File: config.mk
export PLATFORM = sky130hd
export DESIGN_NAME = led_bank
export DESIGN_NICKNAME = d
export VERILOG_FILES = /design/src/rtl/led_bank.sv
export SDC_FILE = /design/constraint.sdc
export NUM_CORES = 1
export LEC_CHECK = 0
export CAP_MARGIN = 20
export CORE_MARGIN = 2
export CORE_UTILIZATION = 60
export DETAILED_ROUTE_END_ITERATION = 7
export MAX_ROUTING_LAYER = met4
export PLACE_DENSITY = 0.89
export RECOVER_POWER = 25
export SYNTH_ARGS = -nofsm -noshare
export SYNTH_HDL_FRONTEND = slang
export SYNTH_SLANG_ARGS = --single-unit
File: constraint.sdc
create_clock -name clk -period 10.8 [get_ports clk]
set_input_delay 2.16 -clock clk [delete_from_list [all_inputs] [get_ports clk]]
set_output_delay 2.16 -clock clk [all_outputs]
set_load 0.05 [all_outputs]
File: src/rtl/led_bank.sv
// led_bank: N-channel LED driver with OFF/ON/BLINK/PWM modes behind one valid/ready config port.
// Optional LED_BLINK_PWM_EN: PWM-dims the on-phase of BLINK channels using the channel duty.
module led_bank #(
  parameter int unsigned N_LEDS   = 4,
  parameter int unsigned PRESCALE = 100000,
  parameter int unsigned DUTY_W   = 8,
  parameter int unsigned PERIOD_W = 16,
  localparam int unsigned CHAN_W  = (N_LEDS > 1) ? $clog2(N_LEDS) : 1
) (
  input  logic                clk,
  input  logic                reset,
  input  logic                cfg_valid,
  output logic                cfg_ready,
  input  logic [CHAN_W-1:0]   cfg_chan,
  input  logic [1:0]          cfg_mode,
  input  logic [DUTY_W-1:0]   cfg_duty,
  input  logic [PERIOD_W-1:0] cfg_period,
  output logic [N_LEDS-1:0]   led
);

  localparam int unsigned PRE_W = $clog2(PRESCALE);

  typedef enum logic [1:0] {
    MODE_OFF   = 2'd0,
    MODE_ON    = 2'd1,
    MODE_BLINK = 2'd2,
    MODE_PWM   = 2'd3
  } mode_e;

  typedef struct packed {
    mode_e               mode;
    logic [DUTY_W-1:0]   duty;
    logic [PERIOD_W-1:0] period;
    logic [PERIOD_W-1:0] cnt;
    logic                phase;
  } chan_t;

  logic                cfg_ready_q;
  logic [PRE_W-1:0]    pre_q, pre_d;
  logic [DUTY_W-1:0]   pwm_q, pwm_d;
  logic [N_LEDS-1:0]   led_q, led_d;
  chan_t               chan_q [N_LEDS];
  chan_t               chan_d [N_LEDS];
  logic                tick_c;
  logic                accept_c;

  // Last counter value of a half-period; period 0 behaves as period 1.
  function automatic logic [PERIOD_W-1:0] last_cnt(input logic [PERIOD_W-1:0] period);
    return (period == '0) ? '0 : period - PERIOD_W'(1);
  endfunction

  assign cfg_ready = cfg_ready_q;
  assign led       = led_q;

  always_comb begin
    tick_c   = (pre_q == PRE_W'(PRESCALE - 1));
    pre_d    = tick_c ? '0 : pre_q + PRE_W'(1);
    pwm_d    = pwm_q + DUTY_W'(1);
    accept_c = cfg_valid & cfg_ready_q & (32'(cfg_chan) < N_LEDS);
    led_d    = '0;
    for (int unsigned i = 0; i < N_LEDS; i++) begin
      chan_d[i] = chan_q[i];
      if (chan_q[i].mode == MODE_BLINK && tick_c) begin
        if (chan_q[i].cnt >= last_cnt(chan_q[i].period)) begin
          chan_d[i].cnt   = '0;
          chan_d[i].phase = ~chan_q[i].phase;
        end else begin
          chan_d[i].cnt   = chan_q[i].cnt + PERIOD_W'(1);
        end
      end
      // A write to this channel overrides any tick in the same cycle.
      if (accept_c && (32'(cfg_chan) == i)) begin
        chan_d[i].mode   = mode_e'(cfg_mode);
        chan_d[i].duty   = cfg_duty;
        chan_d[i].period = cfg_period;
        chan_d[i].cnt    = '0;
        chan_d[i].phase  = 1'b0;
      end
      unique case (chan_q[i].mode)
        MODE_OFF:   led_d[i] = 1'b0;
        MODE_ON:    led_d[i] = 1'b1;
        MODE_PWM:   led_d[i] = (pwm_q < chan_q[i].duty);
`ifdef LED_BLINK_PWM_EN
        MODE_BLINK: led_d[i] = chan_q[i].phase & (pwm_q < chan_q[i].duty);
`else
        MODE_BLINK: led_d[i] = chan_q[i].phase;
`endif
        default:    led_d[i] = 1'b0;
      endcase
    end
  end

  always_ff @(posedge clk) begin
    if (reset) begin
      cfg_ready_q <= 1'b0;
      pre_q       <= '0;
      pwm_q       <= '0;
      led_q       <= '0;
      for (int unsigned i = 0; i < N_LEDS; i++) begin
        chan_q[i] <= '0;
      end
    end else begin
      cfg_ready_q <= 1'b1;
      pre_q       <= pre_d;
      pwm_q       <= pwm_d;
      led_q       <= led_d;
      for (int unsigned i = 0; i < N_LEDS; i++) begin
        chan_q[i] <= chan_d[i];
      end
    end
  end

endmodule
After elaboration in Yosys (flattened, before gate mapping)
Memories as Yosys holds them, arrays and structs flattened.
Index checks and enable logic that the tools add are counted.

cells by class
  add/sub/neg operators = 10
  magnitude comparators = 8
  eq/ne operators = 16
  mux-type cells = 31
  bitwise logic cells = 9
  reduce and logical (&&, ||, !) cells = 18

operators with widths
  cell                                                                    number
  43-bit two-way mux                                                      8
  16-bit two-way mux                                                      8
  17-bit two-way mux                                                      4
  16-bit by 1-bit adder with 16-bit output (second input constant)        4
  16-bit >= comparator                                                    4
  16-bit zero test                                                        4
  16-bit by 1-bit subtractor with 16-bit output (second input constant)   4
  8-bit less-than comparator                                              4
  2-bit equality test (second input constant)                             10
  17-bit by 1-bit adder with 17-bit output (second input constant)        1
  17-bit equality test (second input constant)                            1
  1-bit case mux with 4 select lines                                      4
  2-bit by 1-bit equality test with 1-bit output (second input constant)  5
  2-bit zero test                                                         5
  8-bit by 1-bit adder with 8-bit output (second input constant)          1
  1-bit logical AND                                                       8
  1-bit two-way mux                                                       7
  1-bit inverter                                                          4
  1-bit bitwise OR                                                        4
  2-bit OR reduction                                                      1
  1-bit bitwise AND                                                       1

storage, ports and cells
  register bits after elaboration = 30
  bits in writable memories = 172
  output and inout port bits = 5
  memories = 1

memory list
  name    words  width  rd ports  clocked after Yosys merged registers in  wr ports  RTL line  RTL
  chan_q  4      43     4         0                                        4         42        chan_t chan_q [N_LEDS];

Logic depth before layout (Yosys ltp)
Gate-level depths: netlist (run 1).

  depth after elaboration = 7
  depth in mapped cells = 15

Worst setup path before layout (run 1)
Ideal clock, no wire load.

  kind = flip-flop to flip-flop
  start = memory chan_q[3][23] in the netlist's numbering
  end = memory chan_q[3][8] in the netlist's numbering
  arrival = 3.803 ns
  required time = 10.736 ns
  path slack = 6.933 ns
  stages on the path, launching flop included = 15
  path buffers = 2
  clock period less this slack = 3.867 ns
  cell sequence = dfxtp_1 > or4_1 > nor4_1 > nand2b_1 > or3_1 > and2_1 > ha_1 > nand2b_1 > a2111oi_0 > o32ai_1 > o41a_1 > or3_1 > clkbuf_1 > buf_2 > nor2_1

RTL lines
  what                RTL line
  start: declaration  42

==> metrics.cfg, run 1 <==
[global_routing]
grt_use_total_pct=27.6
grt_pass1_wl_mm=44.1
grtUsageMet1_pct=34.8
gr-total-overflow=0
grt_max_degree=75
grt_pass1_vias=9376
antenna_found_initial=1
busiest_layer=met2
grtUsageMet2_pct=44.9
grt_util_met3_pct=2.99

[worst_hold_path]
holdPathStages=2
worstHoldStart=chan_q[3][34]$_SDFFE_PP0P_
worstHoldPathType=flip-flop to flip-flop
hold_end=chan_q[3][34]$_SDFFE_PP0P_

[pwr]
p_leak_nw=4.88
power_density_nw_per_um2=142
ir_drop_mv=0.149

[yosys]
synth-edff-count=0
syn_area_um2=11300
syn_inst=1430
synth_nets=1567
yosys.area_share.simple_pct=27.4
post_synth_num_cell_types=53
synth_top_area_share_pct=35.9
synth_compound_area_share_pct=10.5
synth-seq-cells=202
ys.flop_type=dfxtp_1
synth_fa_ha_area_share_pct=11.8
synth_xor_area_share_pct=10.3
async_reset_ff_share_pct=0
seq_area_frac_synth_pct=35.9
yosys-mux-area-fraction_pct=0.278
netlist_top_cells_area=dfxtp_1 36%, ha_1 12%, nand2_1 11%
synth_top_family_by_area=simple AND/OR/NAND/NOR gates
yosysWarningCount=0
yosysTopAreaCell=dfxtp_1
syn-mean-instance-area_um2=7.87

[setup_path]
worstPathArrival_ns=6.73
cp_max_fo=74
rr_startpoint=chan_q[3][23]$_SDFFE_PP0P_
required_ns=11.17
r2r_end=chan_q[3][2]$_SDFFE_PP0P_
start_kind=primary input
rrSetupSlack_ns=6.40
path_class=primary input to flip-flop
r2r_cells=12
end_kind=flip-flop

[floorplanning]
start_util_pct=60.6
placementRows=50
ios=36
die_h_um=141
fp.coreArea_um2=18600
die_x_um=141
die_area_um2=19900

[routing]
drt_pass1_iterations=5
drt-vias-per-instance=5.87
drcViolationCount=0
drtAntennaViolNets=0
dr_total_vias=9928
drt_iter0_markers=771
routed_wl_mm=26.9
wl_per_cell_um=15.9

[cells_and_area]
syn2layout_area_growth_pct=10.9
layout_commonest_cell=nand2_1
fin_nets=1581
fill_cells=1438
drive_gt1_share_pct=3.77
final_cell_mix=321 x nand2_1, 202 x dfxtp_1, 143 x a21oi_1

[clock_tree]
clockRootBuffer=clkbuf_16
clk_pin_slew_ns=0.06
cts_tree=yes
numCtsBuffers=22
numClockSinks=202
clock_latency_ns=0.51
cts_setup_buffers=0
clk_path_buf_depth=3
h-tree-depth=1
cts_resized=0
ctsHoldBuffers=0

[sta]
skew_ns=0.00944
min_period_ns=6.35
tns_ns=0
finalSetupViolCount=0
rsz0062_at_grt=no
hold-worst-slack_ns=0.454
final.period_utilization_pct=58.8
drv_slew=122
clock.fmax_mhz=157
tightest_slew_ns=3.15
finalHoldViolCount=0
relSlewSlack_pct=-110

[placement]
gp_congestion=0.920
io_buffers=35
hpwl_mm=19.1

[status]
status=complete, but fails checks
violations=capacitance limit, slew limit

[run]
cap_violations=2

[cells in the mapped netlist (9+ instances only)]
cell        n
nand2_1   321
dfxtp_1   202
a21oi_1   143
nor2_1    140
ha_1      106
xor2_1     68
xnor2_1    64
inv_1      60
nand3_1    42
clkbuf_1   40
nand4_1    30
nor3_1     27
a21o_1     22
nand2b_1   18
nor4_1     18
o21ai_0    16
and3_1     12
or3_1      10
or4_1       9
[cells by family (layout without fill, tap and decap cells)]
kind of cell,after synthesis,in the layout
other,0,1
AND/OR/NAND/NOR,668,668
XOR/XNOR,132,132
multiplexers,3,3
buffers and inverters,111,138
AO/OA/AOI/OAI,208,208
flip-flops,202,202
adder cells (fa/ha/maj),106,106
[layer usage]
metal | routed length (um) | part of all wire (%)
met2 | 12400 | 46
met4 | 1350 | 5.0
met1 | 11300 | 42
met3 | 1850 | 6.9
met5 | 0 | 0
[state kept, by name (all words and copies together) (netlist names)]
name       cells
chan_q       172
pre_q         17
pwm_q          8
led            4
cfg_ready      1
[metrics by stage]
| step | util (%) | instances | setup slack [ns] | cell area, um2 | total power [W] |
|---|---|---|---|---|---|
| after detailed placement | 63.1 | 1653 | 6.38 | 11700 | 0.00102 |
| after global routing | 67.2 | 1691 | 4.15 | 12500 | 0.00185 |
| after CTS | 67.2 | 1690 | 6.41 | 12500 | 0.00178 |
| after global placement | 63.1 | 1653 | 6.42 | 11700 | 0.00101 |
| after floorplan | - | 1430 | 6.93 | 11300 | 0.000956 |
| final | 67.2 | 1692 | 4.45 | 12500 | 0.00178 |
[critical path: stages]
cell,delay (ns)
clkbuf_1,1.39
clkbuf_1,2.31
or3_1,0.69
nor2_1,0.11
[how the worst max path moves through the flow]
stage	start	end	slack, ns
2_1_floorplan	chan_q[3][23]$_SDFFE_PP0P_	chan_q[3][8]$_SDFFE_PP0P_	6.93
3_3_place_gp	cfg_chan[0]	chan_q[3][14]$_SDFFE_PP0P_	6.42
3_5_place_dp	cfg_chan[1]	chan_q[3][13]$_SDFFE_PP0P_	6.38
4_1_cts	chan_q[3][23]$_SDFFE_PP0P_	chan_q[3][16]$_SDFFE_PP0P_	6.41
5_1_grt	reset	chan_q[3][16]$_SDFFE_PP0P_	4.15
6_report	reset	chan_q[3][16]$_SDFFE_PP0P_	4.45
[where the power goes]
| part | total, W | switching, W | internal, W |
|---|---|---|---|
| sequential | 0.000768 | 0.0000120 | 0.000756 |
| clock | 0.000769 | 0.000298 | 0.000471 |
| combinational | 0.000241 | 0.000145 | 0.0000958 |
[final cells by class]
cell class	count	area [um2]	area share, %
clock buffers	34	707	5.66
clock inverters	3	46.3	0.371
flip-flops and latches	202	4040	32.4
well taps	234	293	2.34
inverters	61	229	1.83
diodes	1	2.50	0.0200
repair buffers	40	385	3.09
multi-input cells	1117	6780	54.3
Power figures use the tool's default switching activity.
==> run 2: changes to the inputs <==
==> constraint.sdc (replaced) <==
create_clock -name clk -period 6.2 [get_ports clk]
set_input_delay 1.24 -clock clk [delete_from_list [all_inputs] [get_ports clk]]
set_output_delay 1.24 -clock clk [all_outputs]
set_load 0.05 [all_outputs]
==> run 2 against run 1 <==
The run still ends with capacitance limit, slew limit left. Sequential power rose by 74%. Routed wire length fell by 2.1%. Clock skew rose by 0.00078 ns. Critical endpoint is now led[1]$_SDFF_PP0_. Largest power group is now registers.
==> metrics.cfg, run 2 (synthesis results as in run 1) <==
[status]
status=complete, but fails checks
violations=capacitance limit, slew limit

[routing]
dr_total_vias=9847  ; -0.82%
wl_per_cell_um=15.6  ; -2.3%
drt_pass1_iterations=5  ; unchanged
drcViolationCount=0  ; unchanged
drt_iter0_markers=496  ; -36%
routed_wl_mm=26.3  ; -2.1%
drtAntennaViolNets=0  ; unchanged
drt-vias-per-instance=5.81  ; -0.93%

[pwr]
pwr-share-seq_pct=44.4  ; +1.2 points
power.total_w=0.00301  ; +69%
p_int_w=0.00222  ; +68%
p_sw_share_pct=26.3  ; +0.73 points
clockPowerShare_pct=41.5  ; -1.7 points
pwr-share-comb_pct=14.1  ; +0.5 points
p_leak_nw=4.87  ; -0.30%
power_density_nw_per_um2=242  ; +70%
ir_drop_mv=0.212  ; +42%
p_sw_w=0.000792  ; +74%

[sta]
tns_ns=0  ; unchanged
tightest_slew_ns=4.66  ; +1.51 ns
final.period_utilization_pct=84.1
min_period_ns=5.22
drv_slew=110  ; -9.8%
clock.fmax_mhz=192
skew_ns=0.0102  ; +0.000783 ns
relSlewSlack_pct=-211  ; -100 points
rsz0062_at_grt=no
finalHoldViolCount=0  ; unchanged
finalSetupViolCount=0  ; unchanged

[cells_and_area]
final_cell_mix=321 x nand2_1, 202 x dfxtp_1, 143 x a21oi_1
syn2layout_area_growth_pct=10.5
largest_reg_flops=172  ; unchanged
antennaDiodeCount=0  ; -1
fill_cells=1459  ; +1.5%
drive_gt1_share_pct=3.90  ; +0.13 points
layout_commonest_cell=nand2_1
top_regs=chan_q: 172 flops, pre_q: 17 flops, pwm_q: 8 flops
top_register=chan_q
fin_nets=1583  ; +0.13%

[setup_path]
crit_buf_inv=2  ; unchanged
cpMostUsedCell=clkbuf_1
path_class=primary input to flip-flop
required_ns=6.35  ; -4.82 ns
worstPathArrival_ns=5.36  ; -1.37 ns
slowest_delay_ns=3.33  ; +1.02 ns
path_cells=clkbuf_1 -> clkbuf_1 -> a21oi_1
slowest_stage=clkbuf_1
cp_max_fo=109  ; +47%
end_kind=flip-flop
cp_top_family=buffers and inverters
start_kind=primary input

[global_routing]
grt_use_total_pct=27.3  ; -0.32 points
grt_util_met3_pct=3.91  ; +0.92 points
grtUsageMet1_pct=32.1  ; -2.7 points
busiest_layer=met2
grt_pass1_vias=9366  ; -0.11%
grtUsageMet2_pct=47.3  ; +2.4 points
grt_max_degree=110  ; +47%
gr-total-overflow=0  ; unchanged
antenna_found_initial=0  ; -1
grt_pass1_wl_mm=43.8  ; -0.64%

[floorplanning]
placementRows=50  ; unchanged
ios=36  ; unchanged
die_area_um2=19900  ; unchanged
die_h_um=141  ; unchanged
start_util_pct=60.6  ; unchanged
die_x_um=141  ; unchanged
fp.coreArea_um2=18600  ; unchanged

[clock_tree]
clock_latency_ns=0.51  ; about the same
cts_setup_buffers=0  ; unchanged
cts_resized=0  ; unchanged
clockRootBuffer=clkbuf_16
ctsHoldBuffers=0  ; unchanged
clk_path_buf_depth=3  ; unchanged
numClockSinks=202  ; unchanged
numCtsBuffers=22  ; unchanged
cts_tree=yes
h-tree-depth=1  ; unchanged
clk_pin_slew_ns=0.06  ; about the same

[run]
cap_violations=1  ; -1

[placement]
io_buffers=35  ; unchanged
gp_congestion=0.902  ; -1.9%
hpwl_mm=18.9  ; -1.3%

[worst_hold_path]
worstHoldPathType=flip-flop to flip-flop

## run 2: layer usage
| metal | wire (um) | vias to the layer above |
|---|---|---|
| met2 | 13000 | 304 |
| met1 | 10700 | 4580 |
| met5 | 0 | - |
| li1 | - | 4879 |
| met4 | 1100 | 0 |
| met3 | 1520 | 84 |
## run 2: worst min-delay path: stages (launching register included)
cell and delay, ns:
dfxtp_1 0.30, nand2_1 0.05, a21oi_1 0.05
## run 2: power by group through the flow
| stage | combinational (W) | sequential [W] | clock, W |
|---|---|---|---|
| 2_1_floorplan | 0.000303 | 0.00136 | 0 |
| 3_3_place_gp | 0.000393 | 0.00136 | 0 |
| 3_5_place_dp | 0.000415 | 0.00136 | 0 |
| 4_1_cts | 0.000420 | 0.00134 | 0.00127 |
| 5_1_grt | 0.000479 | 0.00134 | 0.00132 |
| 6_report | 0.000423 | 0.00134 | 0.00125 |
## run 2: final timing paths
check / startpoint / slack [ns] / depth (start not counted) / to
worst max-delay path: reset / 0.98 / 3 / led[1]$_SDFF_PP0_
worst min register to register: chan_q[3][35]$_SDFFE_PP0P_ / 0.45 / 2 / chan_q[3][35]$_SDFFE_PP0P_
worst min-delay path: chan_q[3][35]$_SDFFE_PP0P_ / 0.45 / 2 / chan_q[3][35]$_SDFFE_PP0P_
worst max register to register: chan_q[3][23]$_SDFFE_PP0P_ / 1.83 / 12 / chan_q[3][2]$_SDFFE_PP0P_
## run 2: layout make-up
class                           instances  area, um2  share of cell area, %
Inverter                               61        229                   1.84
Tap cell                              234        293                   2.35
Multi-Input combinational cell       1117       6790                   54.5
Clock buffer                           31        656                   5.27
Clock inverter                          7       37.5                  0.302
Timing Repair Buffer                   42        397                   3.19
Sequential cell                       202       4040                   32.5
## run 2: metrics by stage
stage	instances	cell area (um2)	util (%)	hold slack, ns	setup slack [ns]
after floorplan	1430	11300	-	0.430	2.33
after global placement	1655	11700	63.2	0.442	2.00
after detailed placement	1656	11800	63.3	0.446	1.85
after CTS	1694	12500	67.0	0.455	1.83
after global routing	1694	12400	67.0	0.470	0.779
final	1694	12400	67.0	0.454	0.984
==> run 3: changes to the inputs <==
==> constraint.sdc (replaced) <==
create_clock -name clk -period 5.4 [get_ports clk]
set_input_delay 1.08 -clock clk [delete_from_list [all_inputs] [get_ports clk]]
set_output_delay 1.08 -clock clk [all_outputs]
set_load 0.05 [all_outputs]
==> run 3 against run 2 <==
The flow still finishes with violations (capacitance limit, slew limit). Routed wire length fell by 1.2%. Sequential power is 14% higher. Power rose by 16%. Sequential share of layout area about the same. Count of clock-buffer cells in the layout decreased by 1. Setup slack about the same. Global-route usage fell by 0.64 points. Cell count unchanged. Critical path depth rose by 1. Critical endpoint is now pre_q[9]$_SDFF_PP0_.
==> metrics.cfg, run 3 (synthesis results as in run 1) <==
[status]
status=complete, but fails checks
violations=capacitance limit, slew limit

[global_routing]
grt_use_total_pct=26.7  ; -0.64 points
grt_pass1_wl_mm=42.9  ; -2.3%
antenna_found_initial=0  ; unchanged
gr-total-overflow=0  ; unchanged
grt_max_degree=63  ; -43%
grt_pass1_vias=9082  ; -3.0%

[setup_path]
required_ns=5.76  ; -0.59 ns
cp_max_fo=58  ; -47%
path_cells=clkbuf_1 -> clkinv_1 -> nand2_1 -> nor2_1
slowest_stage=clkbuf_1
start_kind=primary input
end_kind=flip-flop
slowest_delay_ns=1.72  ; -1.61 ns
worstPathArrival_ns=4.78  ; -0.58 ns
path_class=primary input to flip-flop

[pwr]
ir_drop_mv=0.230  ; +8.3%
power_density_nw_per_um2=279  ; +15%
power.total_w=0.00348  ; +16%
p_leak_nw=4.87  ; +0.11%

[floorplanning]
fp.coreArea_um2=18600  ; unchanged
die_area_um2=19900  ; unchanged
ios=36  ; unchanged
die_h_um=141  ; unchanged
placementRows=50  ; unchanged
die_x_um=141  ; unchanged
start_util_pct=60.6  ; unchanged

[cells_and_area]
final_cell_mix=321 x nand2_1, 202 x dfxtp_1, 143 x a21oi_1
fin_nets=1584  ; +0.063%
top_regs=chan_q: 172 flops, pre_q: 17 flops, pwm_q: 8 flops
syn2layout_area_growth_pct=10.7
antennaDiodeCount=0  ; unchanged
final_cells=1694  ; unchanged
layout_commonest_cell=nand2_1
top_register=chan_q
largest_reg_flops=172  ; unchanged
drive_gt1_share_pct=4.11  ; +0.21 points

[routing]
routed_wl_mm=26.0  ; -1.2%
wl_per_cell_um=15.4  ; -1.2%
drt_iter0_markers=598  ; +21%
drcViolationCount=0  ; unchanged
drt-vias-per-instance=5.74  ; -1.2%
drtAntennaViolNets=0  ; unchanged
dr_total_vias=9728  ; -1.2%
drt_pass1_iterations=5  ; unchanged

[placement]
io_buffers=35  ; unchanged
dp.cells=1656  ; unchanged
gp_congestion=0.969  ; +7.4%
hpwl_mm=18.6  ; -1.2%

[clock_tree]
clk_path_buf_depth=3  ; unchanged
numClockSinks=202  ; unchanged
cts_tree=yes
h-tree-depth=1  ; unchanged
clock_latency_ns=0.52  ; about the same
ctsHoldBuffers=0  ; unchanged
clockRootBuffer=clkbuf_16
cts_setup_buffers=0  ; unchanged
clk_pin_slew_ns=0.06  ; about the same
cts_resized=0  ; unchanged
numCtsBuffers=23  ; +4.5%

[sta]
relSlewSlack_pct=-63.3  ; +150 points
skew_ns=0.0287  ; +0.0184 ns
drv_slew=59  ; -46%
rsz0062_at_grt=no
final.period_utilization_pct=81.8
finalHoldViolCount=0  ; unchanged
min_period_ns=4.42
tightest_slew_ns=2.45  ; -2.21 ns
clock.fmax_mhz=226
finalSetupViolCount=0  ; unchanged
tns_ns=0  ; unchanged

[worst_hold_path]
worstHoldPathType=flip-flop to flip-flop

[run]
cap_violations=1  ; unchanged

## run 3: layer usage
metal / vias to the layer above / part of all wire [%] / GRT usage [%]
met1: 4531 / 42 / 32.8
met5: - / 0 / -
li1: 4874 / - / -
met2: 249 / 48 / 45.0
met3: 74 / 5.6 / 3.40
met4: 0 / 4.0 / 10.0
## run 3: path summary, 6_finish.rpt
kind	cells past startpoint	slack, ns	startpoint	endpoint
worst max-delay path	4	0.98	reset	pre_q[9]$_SDFF_PP0_
worst min-delay path	2	0.45	chan_q[2][39]$_SDFFE_PP0P_	chan_q[2][39]$_SDFFE_PP0P_
worst max register to register	12	1.02	chan_q[3][23]$_SDFFE_PP0P_	chan_q[3][2]$_SDFFE_PP0P_
worst min register to register	2	0.45	chan_q[2][39]$_SDFFE_PP0P_	chan_q[2][39]$_SDFFE_PP0P_
## run 3: power by group
part           leakage [nW]  internal, W  switching [W]
registers              1.63      0.00151      0.0000223
clock network         0.346     0.000845       0.000619
logic                  2.90     0.000191       0.000289
total                  4.87      0.00255       0.000930
## run 3: metrics by stage
stage                     setup WS (ns)  area (um2)  hold WS [ns]  utilization, %
after floorplan                    1.53       11300         0.430               -
after detailed placement           1.03       11800         0.447            63.3
final                             0.984       12500         0.454            67.1
after CTS                          1.01       12500         0.455            67.1
after global routing              0.675       12500         0.474            67.1
after global placement             1.19       11700         0.442            63.2
## run 3: final cells by class
class                   instances  area, um2
clock buffers                  30        652
multi-input cells            1117       6790
clock inverters                 8       52.6
inverters                      61        229
repair buffers                 42        402
well taps                     234        293
fillers                      1464       6120
flip-flops and latches        202       4040
## run 3: worst max-delay path: cells and delay by family
kind	cells	cell delay, ns
buf+inv	2	2.84
simple gates	2	0.84
